===== config.mk =====
export PLATFORM = sky130hd
export DESIGN_NAME = load_store_unit
export DESIGN_NICKNAME = d
export VERILOG_FILES = /design/src/rtl/lsu_pkg.sv /design/src/rtl/lsu_align.sv /design/src/rtl/load_store_unit.sv
export SDC_FILE = /design/constraint.sdc
export NUM_CORES = 1
export LEC_CHECK = 0
export CAP_MARGIN = 15
export CORE_MARGIN = 2
export CORE_UTILIZATION = 44
export CTS_CLUSTER_SIZE = 30
export DETAILED_ROUTE_END_ITERATION = 12
export PLACE_DENSITY = 0.78
export SYNTH_ARGS = -nofsm -noshare
export SYNTH_HDL_FRONTEND = slang
export SYNTH_SLANG_ARGS = --single-unit

===== constraint.sdc =====
create_clock -name clk_i -period 2.45 [get_ports clk_i]
set_clock_uncertainty 0.2 [all_clocks]
set_input_delay 0.49 -clock clk_i [delete_from_list [all_inputs] [get_ports clk_i]]
set_output_delay 0.49 -clock clk_i [all_outputs]
set_load 0.01 [all_outputs]

===== src/rtl/lsu_pkg.sv =====
// Shared definitions for the load/store unit: funct3 encodings, FSM state
// encodings and the illegal-funct3 decode.
package lsu_pkg;

    localparam logic [2:0] F3_B  = 3'b000;
    localparam logic [2:0] F3_H  = 3'b001;
    localparam logic [2:0] F3_W  = 3'b010;
    localparam logic [2:0] F3_BU = 3'b100;
    localparam logic [2:0] F3_HU = 3'b101;

    localparam logic [1:0] ST_IDLE  = 2'd0;
    localparam logic [1:0] ST_MERGE = 2'd1;
    localparam logic [1:0] ST_RESP  = 2'd2;

    typedef enum logic [1:0] {
        IDLE  = ST_IDLE,
        MERGE = ST_MERGE,
        RESP  = ST_RESP
    } lsu_state_e;

    // Reserved encodings, plus unsigned variants that only exist for loads.
    function automatic logic f3_illegal(input logic we, input logic [2:0] f3);
        return (f3 == 3'b011) || (f3[2:1] == 2'b11) || (we && f3[2]);
    endfunction

endpackage


===== src/rtl/lsu_align.sv =====
// Combinational lane logic shared by the load and merge paths.
//   word_i       : memory word (load data or old word for a merge)
//   off_i        : byte offset within the word
//   funct3_i     : access size / signedness
//   wdata_i      : right-aligned store data
//   load_data_o  : extracted and extended load result
//   merge_data_o : word_i with the addressed lane(s) replaced by wdata_i
// Halfword lanes use off_i[1] only, so misaligned low bits are masked.
module lsu_align
    import lsu_pkg::*;
(
    input  logic [31:0] word_i,
    input  logic [1:0]  off_i,
    input  logic [2:0]  funct3_i,
    input  logic [31:0] wdata_i,
    output logic [31:0] load_data_o,
    output logic [31:0] merge_data_o
);

    logic [4:0]  b_sh;
    logic [4:0]  h_sh;
    logic [7:0]  b_lane;
    logic [15:0] h_lane;
    logic [31:0] b_shifted;
    logic [31:0] h_shifted;

    assign b_sh      = {off_i, 3'b000};
    assign h_sh      = {off_i[1], 4'b0000};
    assign b_shifted = word_i >> b_sh;
    assign h_shifted = word_i >> h_sh;
    assign b_lane    = b_shifted[7:0];
    assign h_lane    = h_shifted[15:0];

    // Load extract with sign/zero extension.
    always_comb begin
        load_data_o = word_i;
        case (funct3_i)
            F3_B:    load_data_o = {{24{b_lane[7]}}, b_lane};
            F3_BU:   load_data_o = {24'h0, b_lane};
            F3_H:    load_data_o = {{16{h_lane[15]}}, h_lane};
            F3_HU:   load_data_o = {16'h0, h_lane};
            default: load_data_o = word_i;
        endcase
    end

    // Store merge: clear the target lane, insert the new data.
    always_comb begin
        merge_data_o = wdata_i;
        case (funct3_i)
            F3_B: merge_data_o = (word_i & ~(32'h0000_00FF << b_sh))
                               | (32'(wdata_i[7:0]) << b_sh);
            F3_H: merge_data_o = (word_i & ~(32'h0000_FFFF << h_sh))
                               | (32'(wdata_i[15:0]) << h_sh);
            default: merge_data_o = wdata_i;
        endcase
    end

endmodule


===== src/rtl/load_store_unit.sv =====
// Load/store unit between execute and a word-addressed data memory.
// Byte/halfword/word loads with extension; sub-word stores via read-modify-write.
//   clk_i, rst_i              : clock, synchronous active-high reset
//   req_*_i / req_ready_o     : request from execute (held until accepted)
//   resp_valid/rdata/err_o    : one-cycle registered completion
//   mem_we/re/addr/wdata_o    : combinational memory strobes (word index)
//   mem_rdata_i               : memory word, valid at the edge ending the read cycle
// Build option: define LSU_MISALIGN_TRAP_EN to turn misaligned halfword/word
// accesses into errors; otherwise the low address bits are masked.
module load_store_unit
    import lsu_pkg::*;
#(
    parameter int unsigned ADDR_W = 8
) (
    input  logic        clk_i,
    input  logic        rst_i,
    input  logic        req_valid_i,
    output logic        req_ready_o,
    input  logic        req_we_i,
    input  logic [2:0]  req_funct3_i,
    input  logic [31:0] req_addr_i,
    input  logic [31:0] req_wdata_i,
    output logic        resp_valid_o,
    output logic [31:0] resp_rdata_o,
    output logic        resp_err_o,
    output logic        mem_we_o,
    output logic        mem_re_o,
    output logic [31:0] mem_addr_o,
    output logic [31:0] mem_wdata_o,
    input  logic [31:0] mem_rdata_i
);

    localparam int unsigned AW = ADDR_W + 2;

    lsu_state_e     state_q, state_d;
    logic [AW-1:0]  addr_q, addr_d;
    logic [2:0]     funct3_q, funct3_d;
    logic [31:0]    wdata_q, wdata_d;
    logic [31:0]    old_q, old_d;
    logic           req_ready_q, req_ready_d;
    logic           resp_valid_q, resp_valid_d;
    logic           resp_err_q, resp_err_d;
    logic [31:0]    resp_rdata_q, resp_rdata_d;

    logic           mem_we_c, mem_re_c;
    logic [31:0]    mem_addr_c, mem_wdata_c;
    logic           err_c, misalign_c, range_c;
    logic [31:0]    req_idx_c;

    logic           sel_merge_c;
    logic [31:0]    al_word_c, al_load_c, al_merge_c;
    logic [1:0]     al_off_c;
    logic [2:0]     al_f3_c;

    // Request classification.
    assign req_idx_c = 32'(req_addr_i[AW-1:2]);
    assign range_c   = |(req_addr_i >> AW);

`ifdef LSU_MISALIGN_TRAP_EN
    assign misalign_c = ((req_funct3_i[1:0] == 2'b01) && req_addr_i[0])
                      || ((req_funct3_i[1:0] == 2'b10) && (req_addr_i[1:0] != 2'b00));
`else
    assign misalign_c = 1'b0;
`endif

    assign err_c = f3_illegal(req_we_i, req_funct3_i) || range_c || misalign_c;

    // The single lane unit sees the live request in IDLE and the captured one in MERGE.
    assign sel_merge_c = (state_q == MERGE);
    assign al_word_c   = sel_merge_c ? old_q        : mem_rdata_i;
    assign al_off_c    = sel_merge_c ? addr_q[1:0]  : req_addr_i[1:0];
    assign al_f3_c     = sel_merge_c ? funct3_q     : req_funct3_i;

    lsu_align u_align (
        .word_i       (al_word_c),
        .off_i        (al_off_c),
        .funct3_i     (al_f3_c),
        .wdata_i      (wdata_q),
        .load_data_o  (al_load_c),
        .merge_data_o (al_merge_c)
    );

    // Next-state, capture and memory strobe logic.
    always_comb begin
        state_d      = state_q;
        addr_d       = addr_q;
        funct3_d     = funct3_q;
        wdata_d      = wdata_q;
        old_d        = old_q;
        resp_valid_d = 1'b0;
        resp_err_d   = 1'b0;
        resp_rdata_d = resp_rdata_q;
        mem_we_c     = 1'b0;
        mem_re_c     = 1'b0;
        mem_addr_c   = '0;
        mem_wdata_c  = '0;

        case (state_q)
            IDLE: begin
                if (req_valid_i) begin
                    addr_d   = req_addr_i[AW-1:0];
                    funct3_d = req_funct3_i;
                    wdata_d  = req_wdata_i;
                    if (err_c) begin
                        state_d      = RESP;
                        resp_valid_d = 1'b1;
                        resp_err_d   = 1'b1;
                        resp_rdata_d = '0;
                    end else if (!req_we_i) begin
                        mem_re_c     = 1'b1;
                        mem_addr_c   = req_idx_c;
                        state_d      = RESP;
                        resp_valid_d = 1'b1;
                        resp_rdata_d = al_load_c;
                    end else if (req_funct3_i == F3_W) begin
                        mem_we_c     = 1'b1;
                        mem_addr_c   = req_idx_c;
                        mem_wdata_c  = req_wdata_i;
                        state_d      = RESP;
                        resp_valid_d = 1'b1;
                        resp_rdata_d = '0;
                    end else begin
                        mem_re_c   = 1'b1;
                        mem_addr_c = req_idx_c;
                        old_d      = mem_rdata_i;
                        state_d    = MERGE;
                    end
                end
            end
            MERGE: begin
                mem_we_c     = 1'b1;
                mem_addr_c   = 32'(addr_q[AW-1:2]);
                mem_wdata_c  = al_merge_c;
                state_d      = RESP;
                resp_valid_d = 1'b1;
                resp_rdata_d = '0;
            end
            RESP: begin
                state_d = IDLE;
            end
            default: begin
                state_d = IDLE;
            end
        endcase

        req_ready_d = (state_d == IDLE);
    end

    // Reset must silence the memory in the same cycle, so a MERGE write is dropped.
    assign mem_we_o    = mem_we_c & ~rst_i;
    assign mem_re_o    = mem_re_c & ~rst_i;
    assign mem_addr_o  = rst_i ? '0 : mem_addr_c;
    assign mem_wdata_o = rst_i ? '0 : mem_wdata_c;

    // State and capture registers.
    always_ff @(posedge clk_i) begin
        if (rst_i) begin
            state_q      <= IDLE;
            addr_q       <= '0;
            funct3_q     <= '0;
            wdata_q      <= '0;
            old_q        <= '0;
            req_ready_q  <= 1'b1;
            resp_valid_q <= 1'b0;
            resp_err_q   <= 1'b0;
            resp_rdata_q <= '0;
        end else begin
            state_q      <= state_d;
            addr_q       <= addr_d;
            funct3_q     <= funct3_d;
            wdata_q      <= wdata_d;
            old_q        <= old_d;
            req_ready_q  <= req_ready_d;
            resp_valid_q <= resp_valid_d;
            resp_err_q   <= resp_err_d;
            resp_rdata_q <= resp_rdata_d;
        end
    end

    assign req_ready_o  = req_ready_q;
    assign resp_valid_o = resp_valid_q;
    assign resp_err_o   = resp_err_q;
    assign resp_rdata_o = resp_rdata_q;

endmodule


# After elaboration in Yosys (flattened, before gate mapping)
# Cells that the tools add are included.
dict set report classes {
  n_eq_ne 9
  n_shift 6
  muxes 40
  bitwise_logic 13
  n_reduce_logical 13
}
# op n
set ops {}
lappend ops {{2-to-1 mux 32 bit} 11}
lappend ops {{case mux 32 bit (2 select lines)} 3}
lappend ops {{case mux 32 bit (4 select lines)} 1}
lappend ops {{AND 32 bit} 2}
lappend ops {{inverter 32 bit} 2}
lappend ops {{bitwise OR 32 bit} 2}
lappend ops {{left shift 16 x 5 -> 32 bit} 1}
lappend ops {{left shift 16 x 5 -> 32 bit (first input constant)} 1}
lappend ops {{left shift 8 x 5 -> 32 bit} 1}
lappend ops {{left shift 8 x 5 -> 32 bit (first input constant)} 1}
lappend ops {{right shift 32 x 5 -> 16 bit} 1}
lappend ops {{right shift 32 x 5 -> 8 bit} 1}
lappend ops {{OR reduction 22 bit} 1}
lappend ops {{2-to-1 mux 8 bit} 2}
lappend ops {{case mux 8 bit (2 select lines)} 1}
lappend ops {{2-to-1 mux 1 bit} 13}
lappend ops {{2-to-1 mux 2 bit} 5}
lappend ops {{== test 3 x 2 -> 1 bit (second input constant)} 2}
lappend ops {{== test 3 bit (second input constant)} 2}
lappend ops {{inverter 1 bit} 5}
lappend ops {{AND reduction 5 bit} 1}
lappend ops {{zero test 2 bit} 2}
lappend ops {{!= test 4 bit (second input constant)} 1}
lappend ops {{case mux 1 bit (2 select lines)} 2}
lappend ops {{14 further kinds} 17}
dict set report totals {
  reg_bits 114
  elab_cells 90
}

# Logic depth before layout (Yosys ltp)
dict set report depth {
  word_depth 9
  depth_mapped 9
  mapped_depth_nobuf 5
}

# By module
# A second synthesis with hierarchy kept.
dict set report unflattened {
  hier_cells 955
  area_unflattened_um2 7091.8
}
# module instances cells_per_inst area_each_um2 seq_area_each_um2
set modules_own_cells {}
lappend modules_own_cells {load_store_unit 1 713 5471.5 2282.2}
lappend modules_own_cells {lsu_align 1 242 1620.3 0.0}

# Worst setup path after synthesis
# No wires, ideal clock.
dict set report synth_timing {
  kind {in2out}
  startpoint {input req_addr_i[29]}
  endpoint {output mem_wdata_o[21]}
  t_arrival_ns 2.041
  slack_ns -0.281
  path_stages 6
  n_path_buf 1
  cell_sequence {nor4_1 nand4_1 nor3_1 clkbuf_1 nand3_1 o221ai_1}
}
dict set report synth_via {
  elab_chain_cells 6
}
# element line
set synth_lines {}
lappend synth_lines {{from (decl)} load_store_unit.sv:21} ;# input logic [31:0] req_addr_i,
lappend synth_lines {{OR reduction 22 bit} load_store_unit.sv:57} ;# assign range_c = |(req_addr_i >> AW);
lappend synth_lines {{logical OR 1 bit} load_store_unit.sv:66} ;# assign err_c = f3_illegal(req_we_i, req_funct3_i) || range_c || misalign_c;
lappend synth_lines {{2-to-1 mux 32 bit} load_store_unit.sv:104} ;# if (err_c) begin
lappend synth_lines {{2-to-1 mux 32 bit} load_store_unit.sv:100} ;# if (req_valid_i) begin
lappend synth_lines {{case mux 32 bit (2 select lines)} load_store_unit.sv:98} ;# case (state_q)
lappend synth_lines {{2-to-1 mux 32 bit} load_store_unit.sv:153} ;# assign mem_wdata_o = rst_i ? '0 : mem_wdata_c;
lappend synth_lines {{to (decl)} load_store_unit.sv:29} ;# output logic [31:0] mem_wdata_o,
# No other way between the ends.

# Worst setup path in the final report
dict set report layout_timing {
  startpoint {register state_q[1]}
  endpoint {output mem_wdata_o[23]}
}
dict set report layout_via {
  elab_chain_cells 9
  word_cells_on_any_way 20
}
# element line
set layout_lines {}
lappend layout_lines {{from (decl)} load_store_unit.sv:35} ;# lsu_state_e state_q, state_d;
lappend layout_lines {{from (signal assigned)} load_store_unit.sv:168} ;# state_q <= state_d;
lappend layout_lines {{== test 2 x 1 -> 1 bit} {load_store_unit.sv:69, load_store_unit.sv:98}}
lappend layout_lines {{2-to-1 mux 2 bit} load_store_unit.sv:71} ;# assign al_off_c = sel_merge_c ? addr_q[1:0] : req_addr_i[1:0];
lappend layout_lines {{left shift 16 x 5 -> 32 bit or left shift 8 x 5 -> 32 bit (tied branches)} {lsu_align.sv:52, lsu_align.sv:50}}
lappend layout_lines {{inverter 32 bit (on tied branches)} {lsu_align.sv:52, lsu_align.sv:50}}
lappend layout_lines {{AND 32 bit (on tied branches)} {lsu_align.sv:52, lsu_align.sv:50}}
lappend layout_lines {{bitwise OR 32 bit (on tied branches)} {lsu_align.sv:53, lsu_align.sv:51}}
lappend layout_lines {{case mux 32 bit (2 select lines)} lsu_align.sv:49} ;# case (funct3_i)
lappend layout_lines {{case mux 32 bit (2 select lines) (*)} load_store_unit.sv:98}
lappend layout_lines {{2-to-1 mux 32 bit (*)} load_store_unit.sv:153}
# Mark *: on every way between the ends. The rest lies on a longest branch, timed or not.

==> results_dict.tcl <==
set metrics [dict create \
    min-delay-path-class "flop to flop" \
    die_w_um 129 \
    tns_ns -44.58 \
    synth_edf_count 0 \
    yosys_warnings 0 \
    final_max_slew_viol_count 0 \
    remaining_drc_errors 0 \
    holdBufCountCts 0 \
    netlist_instances 846 \
    ir_drop_uv 511 \
    rr_startpoint "state_q[1]" \
    synth_top_area_frac 0.331 \
    outcome "finished with violations" \
    crit_path_end_kind "output pin" \
    clk_pin_slew_ns 0.06 \
    vias 9296 \
    overflow 0 \
    dr.pass1.iters 6 \
    routed.top_layer "met4" \
    seq_area_frac_synth 0.331 \
    synth_area_per_cell_um2 8.15 \
    cts_tree "done" \
    routed-wl-met2_um 16300 \
    violations "setup timing" \
    required_ns 1.76 \
    post-route-util 0.824 \
    synthTopCellsByArea "dfxtp_1, nand2_1, mux2i_1" \
    dr_wl_met3_um 4540 \
    antenna_cells 0 \
    final_antenna_net_count 0 \
    critPathSlowestCell "dfxtp_2" \
    fmax_mhz 313 \
    numCtsBuffers 17 \
    p_per_area_nw_per_um2 460 \
    initial_core_util 0.452 \
    antenna_found_initial 2 \
    p_seq_frac 0.335 \
    critPathMaxStageDelay_ns 0.35 \
    worst_pin_slew_ns 0.589 \
    dp_slack_ns -1.10 \
    cts_sinks 114 \
    cts_buffer_depth 2 \
    core_area_um2 15300 \
    sw_frac_of_total 0.303 \
    fillCellCount 778 \
    root_buffer "clkbuf_16" \
    rsz0062_at_grt "true" \
    relSlewSlack 0.604 \
    rows 45 \
    critPathMaxFanout 7 \
    detail_route.wl_per_cell_um 25.0 \
    critPathLaunchType "flop" \
    area_delta_synth_final_pct 82.4 \
    io_buffers 179 \
    layout_setup_ws_ns -0.746 \
    cp.arrival_ns 2.51 \
    maxCapViolations 0 \
    dpl-instance-area_um2 10300 \
    drt-total-wl_um 36100 \
    syn_area_um2 6890 \
    track_usage 0.361 \
    post_drt_via_cell_ratio 6.45 \
    clock_latency_ns 0.44 \
    die_height_um 129 \
    met1_length_um 12500 \
    comb_power_share 0.218 \
    pin_count 204 \
    die_area_um2 16700 \
    grt_max_degree 48 \
    async_flop_share 0 \
    pwr-share-clk 0.446 \
    power.internal_mw 4.03 \
    min_period_ns 3.20 \
    synth-main-ff-cell "dfxtp_1" \
    power_switching_mw 1.76 \
    hpwlAfterDp_um 20000 \
    htree_levels 4 \
    crit_type "flop to output pin" \
    drive_above_1_share 0.442 \
    crit_start "state_q[1]" \
    path_common_cell "buf_12" \
    finalSetupViolCount 106 \
    crit_chain "nand2b_4 > buf_12 > mux2i_4 > buf_12 > buf_4 > mux2_4 > a22oi_2 > o221ai_2 > buf_2" \
    fin_crit_sh 1.30 \
    grt_first_pass_wirelength_um 46200 \
    grt_pass1_vias 8271 \
    design_area_um2 12600 \
    ys_types 62 \
    hold_viol 0 \
    synth_seq_cells 114 \
    finalNetCount 1320 \
    hold_path_startpoint "old_q[1]" \
    whs_ns 0.256 \
    p_leak_nw 5.25 \
    gp_congestion 0.975 \
    drt_iter0_drc 1537 \
    yosysTopAreaCell "dfxtp_1" \
]
cell usage in the layout, fill, tap and decap left out, drive strengths merged, types with 19 or more instances in the layout:
master and count:
conb 24, nor3 19, mux2i 61, a21oi 93, mux2 36, dfxtp 114
nand2 168, o221ai 24, nor2 27, clkbuf 22, clkdlybuf4s50 107, buf 301
state kept, by name, indices dropped and copies added, names as in the netlist:
register	cells
addr_q	10
old_q	32
resp_valid_o	1
resp_err_o	1
resp_rdata_o	32
wdata_q	32
funct3_q	3
req_ready_o	1
state_q	2
path summary, 6_finish.rpt:
kind                            to  slack [ns]  cells past startpoint
hold reg to reg           old_q[1]        0.26                      2
setup / recovery   mem_wdata_o[23]       -0.75                      9
setup reg to reg  resp_rdata_o[23]       -0.53                     14
hold / removal            old_q[1]        0.26                      2
metal layers:
layer	GRT usage	up-vias
met1	0.448	4332
met5	0	-
met2	0.591	854
li1	-	3837
met3	0.0945	273
met4	0.162	0
what timing repair did:
action	CTS	global route
gates cloned	6	5
buffers inserted	30	28
gates resized for setup	412	106
endpoints found under the setup margin	106	86
pin swaps	62	53
metrics by stage:
stage                     cells  power, mW
final                      1441       5.78
after global routing       1441       5.88
after CTS                  1410       5.55
after detailed placement   1345       2.92
after global placement     1345       2.90
after floorplan             869       2.41
area by class of cell:
| class | instances | area [µm²] | share of cell area |
|---|---|---|---|
| multi-input combinational | 654 | 5380 | 0.428 |
| timing repair buffer | 427 | 4040 | 0.321 |
| sequential | 114 | 2290 | 0.182 |
| clock buffer | 17 | 425 | 0.0338 |
| tap | 211 | 264 | 0.0210 |
| clock inverter | 15 | 170 | 0.0135 |
| inverter | 3 | 11.3 | 0.000895 |
cells in the mapped netlist, types with 6 or more instances:
| library cell | n |
|---|---|
| o21ai_0 | 18 |
| buf_4 | 29 |
| a221o_1 | 16 |
| a21oi_1 | 92 |
| nor3_1 | 17 |
| nand2_1 | 168 |
| a211oi_1 | 7 |
| buf_2 | 17 |
| clkbuf_1 | 47 |
| a32o_1 | 8 |
| mux2_2 | 36 |
| dfxtp_1 | 114 |
| o221ai_1 | 24 |
| and2_1 | 8 |
| nand3_1 | 18 |
| a22o_1 | 7 |
| nor2_1 | 27 |
| mux2i_1 | 60 |
| or3_1 | 8 |
| a32oi_1 | 8 |
| o22ai_1 | 15 |
| a22oi_1 | 16 |
| a2111oi_0 | 6 |
| nor2b_1 | 9 |
| nor4_1 | 15 |
critical path, delay by kind of cell, from the launching register on:
kind                   cells  cell delay (ns)
AO/OA/AOI/OAI              2             0.30
multiplexers               2             0.58
AND/OR/NAND/NOR            1             0.21
buffers and inverters      4             0.60
flip-flops                 1             0.35
cell families (layout without fill, tap and decap cells):
logic type / after synthesis / in the layout / share of synthesized area
AO/OA/AOI/OAI: 233 / 233 / 0.234
buffers and inverters: 101 / 462 / 0.0760
flip-flops: 114 / 114 / 0.331
multiplexers: 100 / 100 / 0.159
other: 1 / 24 / 0.000544
AND/OR/NAND/NOR: 297 / 297 / 0.200
power by group through the flow:
stage,clock network [mW],registers (mW),logic [mW]
after CTS,2.54,1.93,1.07
after global placement,0,1.97,0.935
final,2.58,1.94,1.26
after floorplan,0,1.97,0.441
after global routing,2.64,1.94,1.29
after detailed placement,0,1.97,0.947
Note: power is estimated with default switching activity, not from simulation.
